**src/rtl/uart_tx.sv**
```systemverilog
// Oversampled UART transmitter: write FIFO feeding a start/data/stop framer.
// Bit timing comes from the shared oversample tick used by the receiver.
module uart_tx #(
  parameter int DATA_BITS  = 8,
  parameter int OVERSAMPLE = 16,
  parameter int STOP_BITS  = 1,
  parameter int FIFO_DEPTH = 4
) (
  input  logic                          i_CLK,
  input  logic                          i_RESET_n,
  input  logic                          i_Sample_Tick,
  input  logic                          i_TX_DV,
  input  logic [DATA_BITS-1:0]          i_TX_Data,
  output logic                          o_TX_Ready,
  output logic                          o_TX,
  output logic                          o_TX_Active,
  output logic                          o_TX_Done,
  output logic                          o_Overflow,
  output logic [$clog2(FIFO_DEPTH):0]   o_FIFO_Count
);

  // state | meaning
  // IDLE  | line high, waiting for a tick with data queued
  // START | start bit (low) for OVERSAMPLE ticks
  // DATA  | data bits LSB first, OVERSAMPLE ticks each
  // STOP  | stop period (high), OVERSAMPLE*STOP_BITS ticks

  localparam int PW         = $clog2(FIFO_DEPTH);
  localparam int CW         = PW + 1;
  localparam int STOP_TICKS = OVERSAMPLE * STOP_BITS;
  localparam int TW         = $clog2(STOP_TICKS + 1);
  localparam int BW         = $clog2(DATA_BITS);

  typedef enum logic [1:0] {S_IDLE, S_START, S_DATA, S_STOP} state_t;

  state_t                 state;
  logic [DATA_BITS-1:0]   mem [FIFO_DEPTH];
  logic [PW-1:0]          wr_ptr, rd_ptr;
  logic [CW-1:0]          count;
  logic [TW-1:0]          tick_cnt;
  logic [BW-1:0]          bit_idx;
  logic [DATA_BITS-1:0]   shift;
  logic                   push, pop;
  logic                   bit_end, stop_end;

  assign push     = i_TX_DV && (count < CW'(FIFO_DEPTH));
  assign bit_end  = i_Sample_Tick && (tick_cnt == TW'(OVERSAMPLE - 1));
  assign stop_end = i_Sample_Tick && (tick_cnt == TW'(STOP_TICKS - 1));

  always_comb begin
    pop = 1'b0;
    case (state)
      S_IDLE:  pop = i_Sample_Tick && (count != '0);
      S_STOP:  pop = stop_end && (count != '0);
      default: pop = 1'b0;
    endcase
  end

  // Storage carries no reset; occupancy is governed by the pointers and count.
  always_ff @(posedge i_CLK) begin
    if (push) mem[wr_ptr] <= i_TX_Data;
  end

  always_ff @(posedge i_CLK or negedge i_RESET_n) begin
    if (!i_RESET_n) begin
      wr_ptr     <= '0;
      rd_ptr     <= '0;
      count      <= '0;
      o_Overflow <= 1'b0;
    end else begin
      if (push) wr_ptr <= wr_ptr + PW'(1);
      if (pop)  rd_ptr <= rd_ptr + PW'(1);
      count      <= count + CW'(push) - CW'(pop);
      o_Overflow <= i_TX_DV && (count == CW'(FIFO_DEPTH));
    end
  end

  always_ff @(posedge i_CLK or negedge i_RESET_n) begin
    if (!i_RESET_n) begin
      state     <= S_IDLE;
      o_TX      <= 1'b1;
      o_TX_Done <= 1'b0;
      tick_cnt  <= '0;
      bit_idx   <= '0;
      shift     <= '0;
    end else begin
      o_TX_Done <= 1'b0;
      case (state)
        S_IDLE: begin
          o_TX <= 1'b1;
          if (pop) begin
            shift    <= mem[rd_ptr];
            state    <= S_START;
            o_TX     <= 1'b0;
            tick_cnt <= '0;
            bit_idx  <= '0;
          end
        end
        S_START: begin
          if (bit_end) begin
            state    <= S_DATA;
            o_TX     <= shift[0];
            tick_cnt <= '0;
            bit_idx  <= '0;
          end else if (i_Sample_Tick) begin
            tick_cnt <= tick_cnt + TW'(1);
          end
        end
        S_DATA: begin
          if (bit_end) begin
            tick_cnt <= '0;
            if (bit_idx == BW'(DATA_BITS - 1)) begin
              state   <= S_STOP;
              o_TX    <= 1'b1;
              bit_idx <= '0;
            end else begin
              shift   <= shift >> 1;
              o_TX    <= shift[1];
              bit_idx <= bit_idx + BW'(1);
            end
          end else if (i_Sample_Tick) begin
            tick_cnt <= tick_cnt + TW'(1);
          end
        end
        S_STOP: begin
          o_TX <= 1'b1;
          if (stop_end) begin
            o_TX_Done <= 1'b1;
            tick_cnt  <= '0;
            bit_idx   <= '0;
            // Back-to-back frames skip IDLE so there is no gap after the stop bit.
            if (pop) begin
              shift <= mem[rd_ptr];
              state <= S_START;
              o_TX  <= 1'b0;
            end else begin
              state <= S_IDLE;
            end
          end else if (i_Sample_Tick) begin
            tick_cnt <= tick_cnt + TW'(1);
          end
        end
        default: begin
          state <= S_IDLE;
          o_TX  <= 1'b1;
        end
      endcase
    end
  end

  assign o_TX_Ready   = count < CW'(FIFO_DEPTH);
  assign o_TX_Active  = (state != S_IDLE) || (count != '0);
  assign o_FIFO_Count = count;

endmodule

```
**config.mk**
```make
export PLATFORM = sky130hd
export DESIGN_NAME = uart_tx
export DESIGN_NICKNAME = d
export VERILOG_FILES = /design/src/rtl/uart_tx.sv
export SDC_FILE = /design/constraint.sdc
export NUM_CORES = 1
export LEC_CHECK = 0
export CORE_MARGIN = 4
export CORE_UTILIZATION = 30
export CTS_CLUSTER_DIAMETER = 50
export DETAILED_ROUTE_END_ITERATION = 8
export PLACE_DENSITY = 0.47
export SYNTH_ARGS = -nofsm -noshare
export SYNTH_HDL_FRONTEND = slang
export SYNTH_SLANG_ARGS = --single-unit
```
**constraint.sdc**
```tcl
create_clock -name i_CLK -period 3.33 [get_ports i_CLK]
set_input_delay 0.4995 -clock i_CLK [delete_from_list [all_inputs] [get_ports i_CLK]]
set_output_delay 0.4995 -clock i_CLK [all_outputs]
set_load 0.01 [all_outputs]
```
==> results.toml, run 1 <==
[global_routing]
grt_pass1_wl_um = 9977
antenna_found_initial = 0
grt_pass1_vias = 1892
gr-total-overflow = 0
grtUsageTotal_pct = 11.33
grt_max_degree = 29

[logic_synthesis]
ys.warnings.count = 0
ys_ff_latch = 60
syn_area_um2 = 2957
synth_fp_nets = 242
ys_types = 50
synthCells = 217
seq_area_frac_synth_pct = 56.24
synth_edf_count = 32
netlist_top_cells_area = "edfxtp_1, dfrtp_1, mux4_2"
yosysTopAreaCell = "edfxtp_1"
ys.flop_type = "edfxtp_1"
yosysTopAreaCellShare_pct = 32.50
avgSynthCellArea_um2 = 13.62
async_flop_share_pct = 46.67

[critical_path]
cpPeakStageDelay_ns = 0.57
slowest_stage = "ha_1"
path_class = "flop to output port"
cp-end-kind = "output port"
path_buf_inv = 2
ff2ff_path_depth = 9
worstReg2RegEnd = "o_FIFO_Count[2]"
r2r_start = "tick_cnt[0]"
crit_family = "buffers and inverters"
worstPathRequired_ns = 2.83
path_max_fanout = 19
r2r_setup_slack_ns = 0.88
crit_chain = "inv_1, ha_1, nand2_1, clkdlybuf4s50_1"
critical_path_arrival_ns = 2.03
start_kind = "flop"

[cts]
post_cts_resized = 0
cts_buffers = 9
clock-sinks = 60
holdBufCountCts = 0
clkTransAtPathRegs_ns = 0.07
post_cts_buffers = 0
htree_levels = 3
cts_root_buf = "clkbuf_8"
clock_latency_ns = 0.34
clockBufferDepth = 2
cts_tree = "yes"

[timing]
tns_ns = 0
final_min_period_over_clock_period_pct = 76.01
fmax_mhz = 395.1
setup_viol_count_final = 0
max-slew-margin-rel_pct = 51.12
fin_hold_ws_ns = 0.4850
skew_ns = 0.007899
rsz0062_at_grt = "false"
period_minus_slack_ns = 2.531
setup_slack_ns = 0.7988
hold_viol = 0
slew_viol_final = 0
max_slew.worst_pin.slew_ns = 0.7272

[worst_hold_path]
min_to = "o_TX"
worstHoldStart = "o_TX"
hold_class = "flop to flop"
whs_path_depth = 1

[floorplanning]
fp.dieW_um = 107.3
die_y_um = 107.3
ios = 20
fp.coreArea_um2 = 9415
start_util_pct = 31.40
die_area_um2 = 11510
rows = 35

[power_and_ir_drop]
pwr_density_cell_nw_per_um2 = 898.6
p_total_mw = 3.104
ir_drop_mv = 0.2840
p_leak_nw = 1.286

[detailed_routing]
viasPerCell = 4.877
dr.pass1.iters = 4
wl_per_cell_um = 15.78
drc = 0
drt-initial-drc-count = 55
route.vias.total = 1819
detail-route-antenna-nets = 0
drt_wl_total_um = 5887

[cells_and_area]
drive_above_1_share_pct = 15.57
n_antenna_cell = 0
fin_nets = 264
fill_cells = 917
syn_to_final_growth_pct = 16.84

[status]
status = "finished clean"

[placement]
post-place-ws_ns = 0.5800
place_congestion = 0.7532
port_buffers = 19
dpl.hpwl_um = 3965

[job]
cap_violations = 0
Yosys cell counts (all sizes together), types with 2 or more instances:
cell type	n
mux4	8
o211ai	2
o21ai	7
a211oi	9
a211o	7
nand4	3
o2bb2ai	2
clkbuf	5
a32o	8
a21bo	2
buf	8
dfrtp	27
a21oi	3
and2	6
edfxtp	32
o2111ai	8
inv	10
nand2	12
nor3	4
nor2	9
ha	12
o31ai	2
a21o	2
xnor2	6
nand3	2
nor2b	3
nor4	2
worst reg2reg max path, cell delays in order (launching register included):
cell and delay, ns:
dfrtp_1 0.41, ha_1 0.27, and4b_1 0.48, o211ai_4 0.12, xnor2_1 0.18, ha_1 0.16
inv_1 0.05, fa_1 0.40, xnor2_1 0.15, xnor2_1 0.13
metal layers:
layer  share of wire [%]  track usage, %  wire (um)
met1                  48           14.76       2813
met3                 4.1           4.139        243
met4                 1.4           4.018         80
met5                   0               0          0
met2                  47           17.34       2749
cells by family after synthesis:
group,Yosys count,share of synthesized area (%)
mux,9,6.475
buf+inv,23,4.105
simple gates,45,8.041
fa+ha+maj,13,5.755
xor+xnor,6,1.777
compound gates,61,17.61
flops,60,56.24
registers in the layout, summed over array words and instances, names as in the netlist:
name	count
shift	8
bit_idx	3
o_FIFO_Count	3
o_TX_Done	1
o_TX	1
state	2
tick_cnt	5
wr_ptr	2
o_Overflow	1
rd_ptr	2
mem	32
layout by cell type (no fill, tap or decap), drive strengths merged, types with 5 or more instances in the layout:
cell           netlist  final
nand2               12     12
a211o                7      7
buf                  8      5
and2                 6      6
a211oi               9      9
clkdlybuf4s50        0     19
xnor2                6      6
inv                 10     10
nor2                 9      9
clkbuf               5     10
edfxtp              32     32
a32o                 8      8
mux4                 8      8
ha                  12     12
o21ai                7      7
dfrtp               27     27
o2111ai              8      8
layout make-up:
class                   count  area [um^2]  area share (%)
well taps                 129        161.4           4.672
clock inverters             6        65.06           1.883
multi-input cells         134         1172           33.94
clock buffers              10        127.6           3.694
inverters                  10        37.54           1.087
flip-flops and latches     60         1663           48.13
repair buffers             24        227.7           6.592
metrics by stage:
step | util, % | cell area (um^2) | cells
after global routing | 36.69 | 3455 | 373
after global placement | 34.64 | 3262 | 357
after floorplan | - | 2957 | 217
final | 36.69 | 3455 | 373
after CTS | 36.69 | 3455 | 373
after detailed placement | 34.64 | 3262 | 357
report_power, final:
part           internal [mW]  switching [mW]  total [mW]
logic                  0.607           0.657        1.26
registers              0.997           0.196        1.19
clock network          0.344           0.303       0.647
total                   1.95            1.16        3.10
how the worst max path moves through the flow:
stage          depth (start not counted)  slack [ns]         endpoint           from
5_1_grt                                4        0.63      o_TX_Active       state[0]
3_3_place_gp                           9        0.60  o_FIFO_Count[2]  i_Sample_Tick
6_report                               4        0.80      o_TX_Active       state[0]
4_1_cts                                4        0.75      o_TX_Active       state[0]
2_1_floorplan                         11        0.90  o_FIFO_Count[2]    tick_cnt[0]
3_5_place_dp                           9        0.58  o_FIFO_Count[2]  i_Sample_Tick
No activity file was read; power rests on OpenSTA's default activity.
==> run 2: changes to the inputs <==
==> constraint.sdc (replaced) <==
create_clock -name i_CLK -period 2.5 [get_ports i_CLK]
set_input_delay 0.375 -clock i_CLK [delete_from_list [all_inputs] [get_ports i_CLK]]
set_output_delay 0.375 -clock i_CLK [all_outputs]
set_load 0.01 [all_outputs]
==> results.toml, run 2 (synthesized netlist as in run 1, its figures left out) <==
[status]
status = "finished clean"

[detailed_routing]
viasPerCell = 4.860
drt-met1-wl_um = 2801
routed.top_layer = "met4"
wl_met3_um = 197
route.vias.total = 1871
wl_per_cell_um = 15.13
detail-route-antenna-nets = 0
drt-initial-drc-count = 76
dr.pass1.iters = 4
met2RoutedLength_um = 2750
drc = 0
drt_wl_total_um = 5826

[cells_and_area]
top_regs = "mem: 32 flops, shift: 8 flops, tick_cnt: 5 flops"
final_cell_mix = "edfxtp_1, dfrtp_1, clkdlybuf4s50_1, buf_4, ha_1"
multi_input_area_um2 = 1180
drive_above_1_share_pct = 20.70
largest-register = "mem"
fill_cells = 929
largest_reg_flops = 32
regArea_um2 = 1663
final_area_um2 = 3536
final_core_util_pct = 37.55
syn_to_final_growth_pct = 19.59
n_antenna_cell = 0
final_common_cell = "edfxtp_1"
fin_nets = 276

[worst_hold_path]
hold_class = "primary input to async pin"

[placement]
place_congestion = 0.6848
port_buffers = 19
place_area_um2 = 3352
dpl.hpwl_um = 3994

[power_and_ir_drop]
p_leak_nw = 1.354
pwr_density_cell_nw_per_um2 = 1180
p_total_mw = 4.172
ir_drop_mv = 0.5163

[global_routing]
grt_pass1_wl_um = 9473
grtUsageTotal_pct = 10.84
antenna_found_initial = 0
grt_max_degree = 29
gr-total-overflow = 0
grt_pass1_vias = 1846

[cts]
holdBufCountCts = 0
clockBufferDepth = 2
clkTransAtPathRegs_ns = 0.08
cts_tree = "yes"
post_cts_resized = 0
cts_root_buf = "clkbuf_8"
cts_buffers = 9
clock_latency_ns = 0.34
post_cts_buffers = 0
clock-sinks = 60
htree_levels = 3

[timing]
max_slew.worst_pin.slew_ns = 0.5303
skew_ns = 0.008449
final_min_period_over_clock_period_pct = 92.95
hold_viol = 0
rsz0062_at_grt = "false"
setup_viol_count_final = 0
fin_hold_ws_ns = 0.4140
max-slew-margin-rel_pct = 64.65
period_minus_slack_ns = 2.324
slew_viol_final = 0
tns_ns = 0
fmax_mhz = 430.3

[floorplanning]
ios = 20
start_util_pct = 31.40
fp.coreArea_um2 = 9415
die_y_um = 107.3
fp.dieW_um = 107.3
rows = 35
die_area_um2 = 11510

[critical_path]
path_max_fanout = 4
start_kind = "flop"
cp-end-kind = "flop"
path_class = "flop to flop"
worstPathRequired_ns = 2.76
critical_path_arrival_ns = 2.59

[job]
cap_violations = 0
-- run 2: cell count changes in the layout (fill, tap and decap cells not counted) --
cell        previous run  this run
clkinv_4               1         3
clkinv_2               0         2
buf_4                  5        17
nor2b_4                0         1
bufinv_16              1         0
nor2b_1                3         2
clkbuf_1               1         0
clkinvlp_4             3         1
clkinv_1               1         0
inv_6                  0         1
-- run 2: per-layer routing --
| layer | global-route usage (%) | vias to the layer above |
|---|---|---|
| li1 | - | 917 |
| met1 | 13.83 | 923 |
| met2 | 17.16 | 23 |
| met3 | 3.299 | 8 |
| met4 | 4.384 | 0 |
| met5 | 0 | - |
-- run 2: per-stage QoR --
step	cells	setup slack (ns)
after CTS	385	0.02014
after detailed placement	369	-0.02015
after floorplan	217	0.07194
after global placement	369	-0.0008029
after global routing	385	0.007761
final	385	0.1762
-- run 2: critical path, cell delays in order, from the launching register on --
cell,delay (ns)
dfrtp_1,0.38
inv_1,0.09
ha_1,0.37
nor2b_4,0.19
o211ai_4,0.10
xnor2_1,0.20
ha_1,0.17
inv_1,0.05
fa_1,0.40
xnor2_1,0.17
xnor2_1,0.13
-- run 2: worst paths after layout --
| check | startpoint | endpoint | slack [ns] | depth (start not counted) |
|---|---|---|---|---|
| worst max-delay path | state[0] | o_FIFO_Count[2] | 0.18 | 10 |
| worst min-delay path | i_RESET_n | tick_cnt[1] | 0.41 | 2 |
| worst max register to register | state[0] | o_FIFO_Count[2] | 0.18 | 10 |
| worst min register to register | o_TX | o_TX | 0.48 | 1 |
| max in group asynchronous | i_RESET_n | o_TX | 1.76 | 2 |
| min in group i_CLK | o_TX | o_TX | 0.48 | 1 |
-- run 2: report_power, final --
| part | total [mW] | switching (mW) | leakage (nW) | internal [mW] |
|---|---|---|---|---|
| clock network | 0.783 | 0.419 | 0.0896 | 0.364 |
| logic | 1.84 | 0.934 | 0.626 | 0.907 |
| registers | 1.55 | 0.221 | 0.638 | 1.33 |
-- run 2: final cells by class --
| class | count | share of cell area, % |
|---|---|---|
| Clock buffer | 9 | 3.503 |
| Clock inverter | 7 | 1.486 |
| Inverter | 10 | 1.062 |
| Multi-Input combinational cell | 134 | 33.37 |
| Sequential cell | 60 | 47.03 |
| Tap cell | 129 | 4.565 |
| Timing Repair Buffer | 36 | 8.988 |
==> run 3: changes to the inputs <==
--- a/config.mk
+++ b/config.mk
@@ -6,10 +6,10 @@
 export NUM_CORES = 1
 export LEC_CHECK = 0
 export CORE_MARGIN = 4
-export CORE_UTILIZATION = 30
+export CORE_UTILIZATION = 58
 export CTS_CLUSTER_DIAMETER = 50
 export DETAILED_ROUTE_END_ITERATION = 8
-export PLACE_DENSITY = 0.47
+export PLACE_DENSITY = 0.8
 export SYNTH_ARGS = -nofsm -noshare
 export SYNTH_HDL_FRONTEND = slang
 export SYNTH_SLANG_ARGS = --single-unit
==> results.toml, run 3 (synthesized netlist as in run 1, its figures left out) <==
[timing]
skew_ns = 0.007157
tns_ns = 0
period_minus_slack_ns = 2.361
fin_hold_ws_ns = 0.4061
max-slew-margin-rel_pct = 61.92
setup_slack_ns = 0.1393
rsz0062_at_grt = "false"
hold_viol = 0
slew_viol_final = 0
max_slew.worst_pin.slew_ns = 0.5694
final_min_period_over_clock_period_pct = 94.43
fmax_mhz = 423.6
setup_viol_count_final = 0

[critical_path]
critical_path_arrival_ns = 2.62
start_kind = "flop"
r2r_setup_slack_ns = 0.14
r2r_start = "state[1]"
crit_cells = 10
ff2ff_path_depth = 10
cp-end-kind = "flop"
path_buf_inv = 2
crit_top_cell = "xnor2_1"
worstReg2RegEnd = "o_FIFO_Count[2]"
worstPathRequired_ns = 2.76
cpPeakStageDelay_ns = 0.42
path_max_fanout = 5
crit_family = "adder cells"
slowest_stage = "dfrtp_1"
crit_chain = "inv_1, ha_1, nor2b_2, o211ai_4, xnor2_1, ha_1, inv_1, fa_1, xnor2_1, xnor2_1"
path_class = "flop to flop"

[detailed_routing]
viasPerCell = 6.000
drt_wl_total_um = 5660
drc = 0
wl_per_cell_um = 17.69
route.vias.total = 1920
detail-route-antenna-nets = 0
drt-initial-drc-count = 132
dr.pass1.iters = 4

[floorplanning]
fp.coreArea_um2 = 4817
fp.dieW_um = 79.40
die_area_um2 = 6304
die_y_um = 79.40
start_util_pct = 61.38
ios = 20
rows = 25

[cells_and_area]
drive_above_1_share_pct = 18.97
final_cell_count_no_fill = 320
largest_reg_flops = 32
n_antenna_cell = 0
syn_to_final_growth_pct = 15.78
top_regs = "mem: 32 flops, shift: 8 flops, tick_cnt: 5 flops"
fin_nets = 273
final_common_cell = "edfxtp_1"
largest-register = "mem"
final_core_util_pct = 71.06
final_cell_mix = "edfxtp_1, dfrtp_1, clkdlybuf4s50_1, buf_4, ha_1"

[placement]
post-place-ws_ns = 0.05139
place_congestion = 0.7824
port_buffers = 19
dpl.hpwl_um = 4094
dp.cells = 304

[cts]
post_cts_buffers = 0
post_cts_resized = 0
clkTransAtPathRegs_ns = 0.07
clock_latency_ns = 0.34
cts_root_buf = "clkbuf_8"
holdBufCountCts = 0
clock-sinks = 60
cts_tree = "yes"
cts_buffers = 9
htree_levels = 3
clockBufferDepth = 2

[power_and_ir_drop]
p_leak_nw = 1.325
ir_drop_mv = 0.9464
pwr_density_cell_nw_per_um2 = 1200

[global_routing]
grt_max_degree = 18
gr-total-overflow = 0
grtUsageTotal_pct = 20.75
grt_pass1_vias = 1994
grt_pass1_wl_um = 9818
antenna_found_initial = 0

[status]
status = "finished clean"

[job]
cap_violations = 0

[worst_hold_path]
hold_class = "primary input to async pin"
==> run 3: final cells by class <==
type,instances,area [um^2]
tap,67,83.83
sequential,60,1663
fill,346,1394
inverter,10,37.54
clock buffer,10,127.6
multi-input combinational,134,1175
timing repair buffer,33,295.3
clock inverter,6,41.29
==> run 3: report_power, final <==
| group | internal, mW | switching, mW |
|---|---|---|
| logic | 0.873 | 0.939 |
| clock network | 0.357 | 0.378 |
| registers | 1.33 | 0.232 |
==> run 3: how the worst max path moves through the flow <==
stage	from	to	slack, ns
final	state[1]	o_FIFO_Count[2]	0.14
after global routing	state[1]	o_FIFO_Count[2]	0.007
after CTS	state[1]	o_FIFO_Count[2]	0.07
after detailed placement	i_Sample_Tick	o_FIFO_Count[2]	0.05
after global placement	i_Sample_Tick	o_FIFO_Count[2]	0.11
after floorplan	tick_cnt[0]	o_FIFO_Count[2]	0.07
==> run 3: layer usage <==
metal / wire [um] / GRT usage [%] / up-vias
met2: 2819 / 34.26 / 43
met3: 220 / 5.982 / 14
met1: 2486 / 25.48 / 945
met5: 0 / 0 / -
li1: - / - / 918
met4: 134 / 8.935 / 0
==> run 3: stage by stage <==
stage                     power (mW)  cell area [um^2]
final                          4.108              3423
after CTS                      4.133              3421
after global routing           4.416              3423
after detailed placement       3.378              3252
after global placement         3.291              3252
after floorplan                2.883              2957
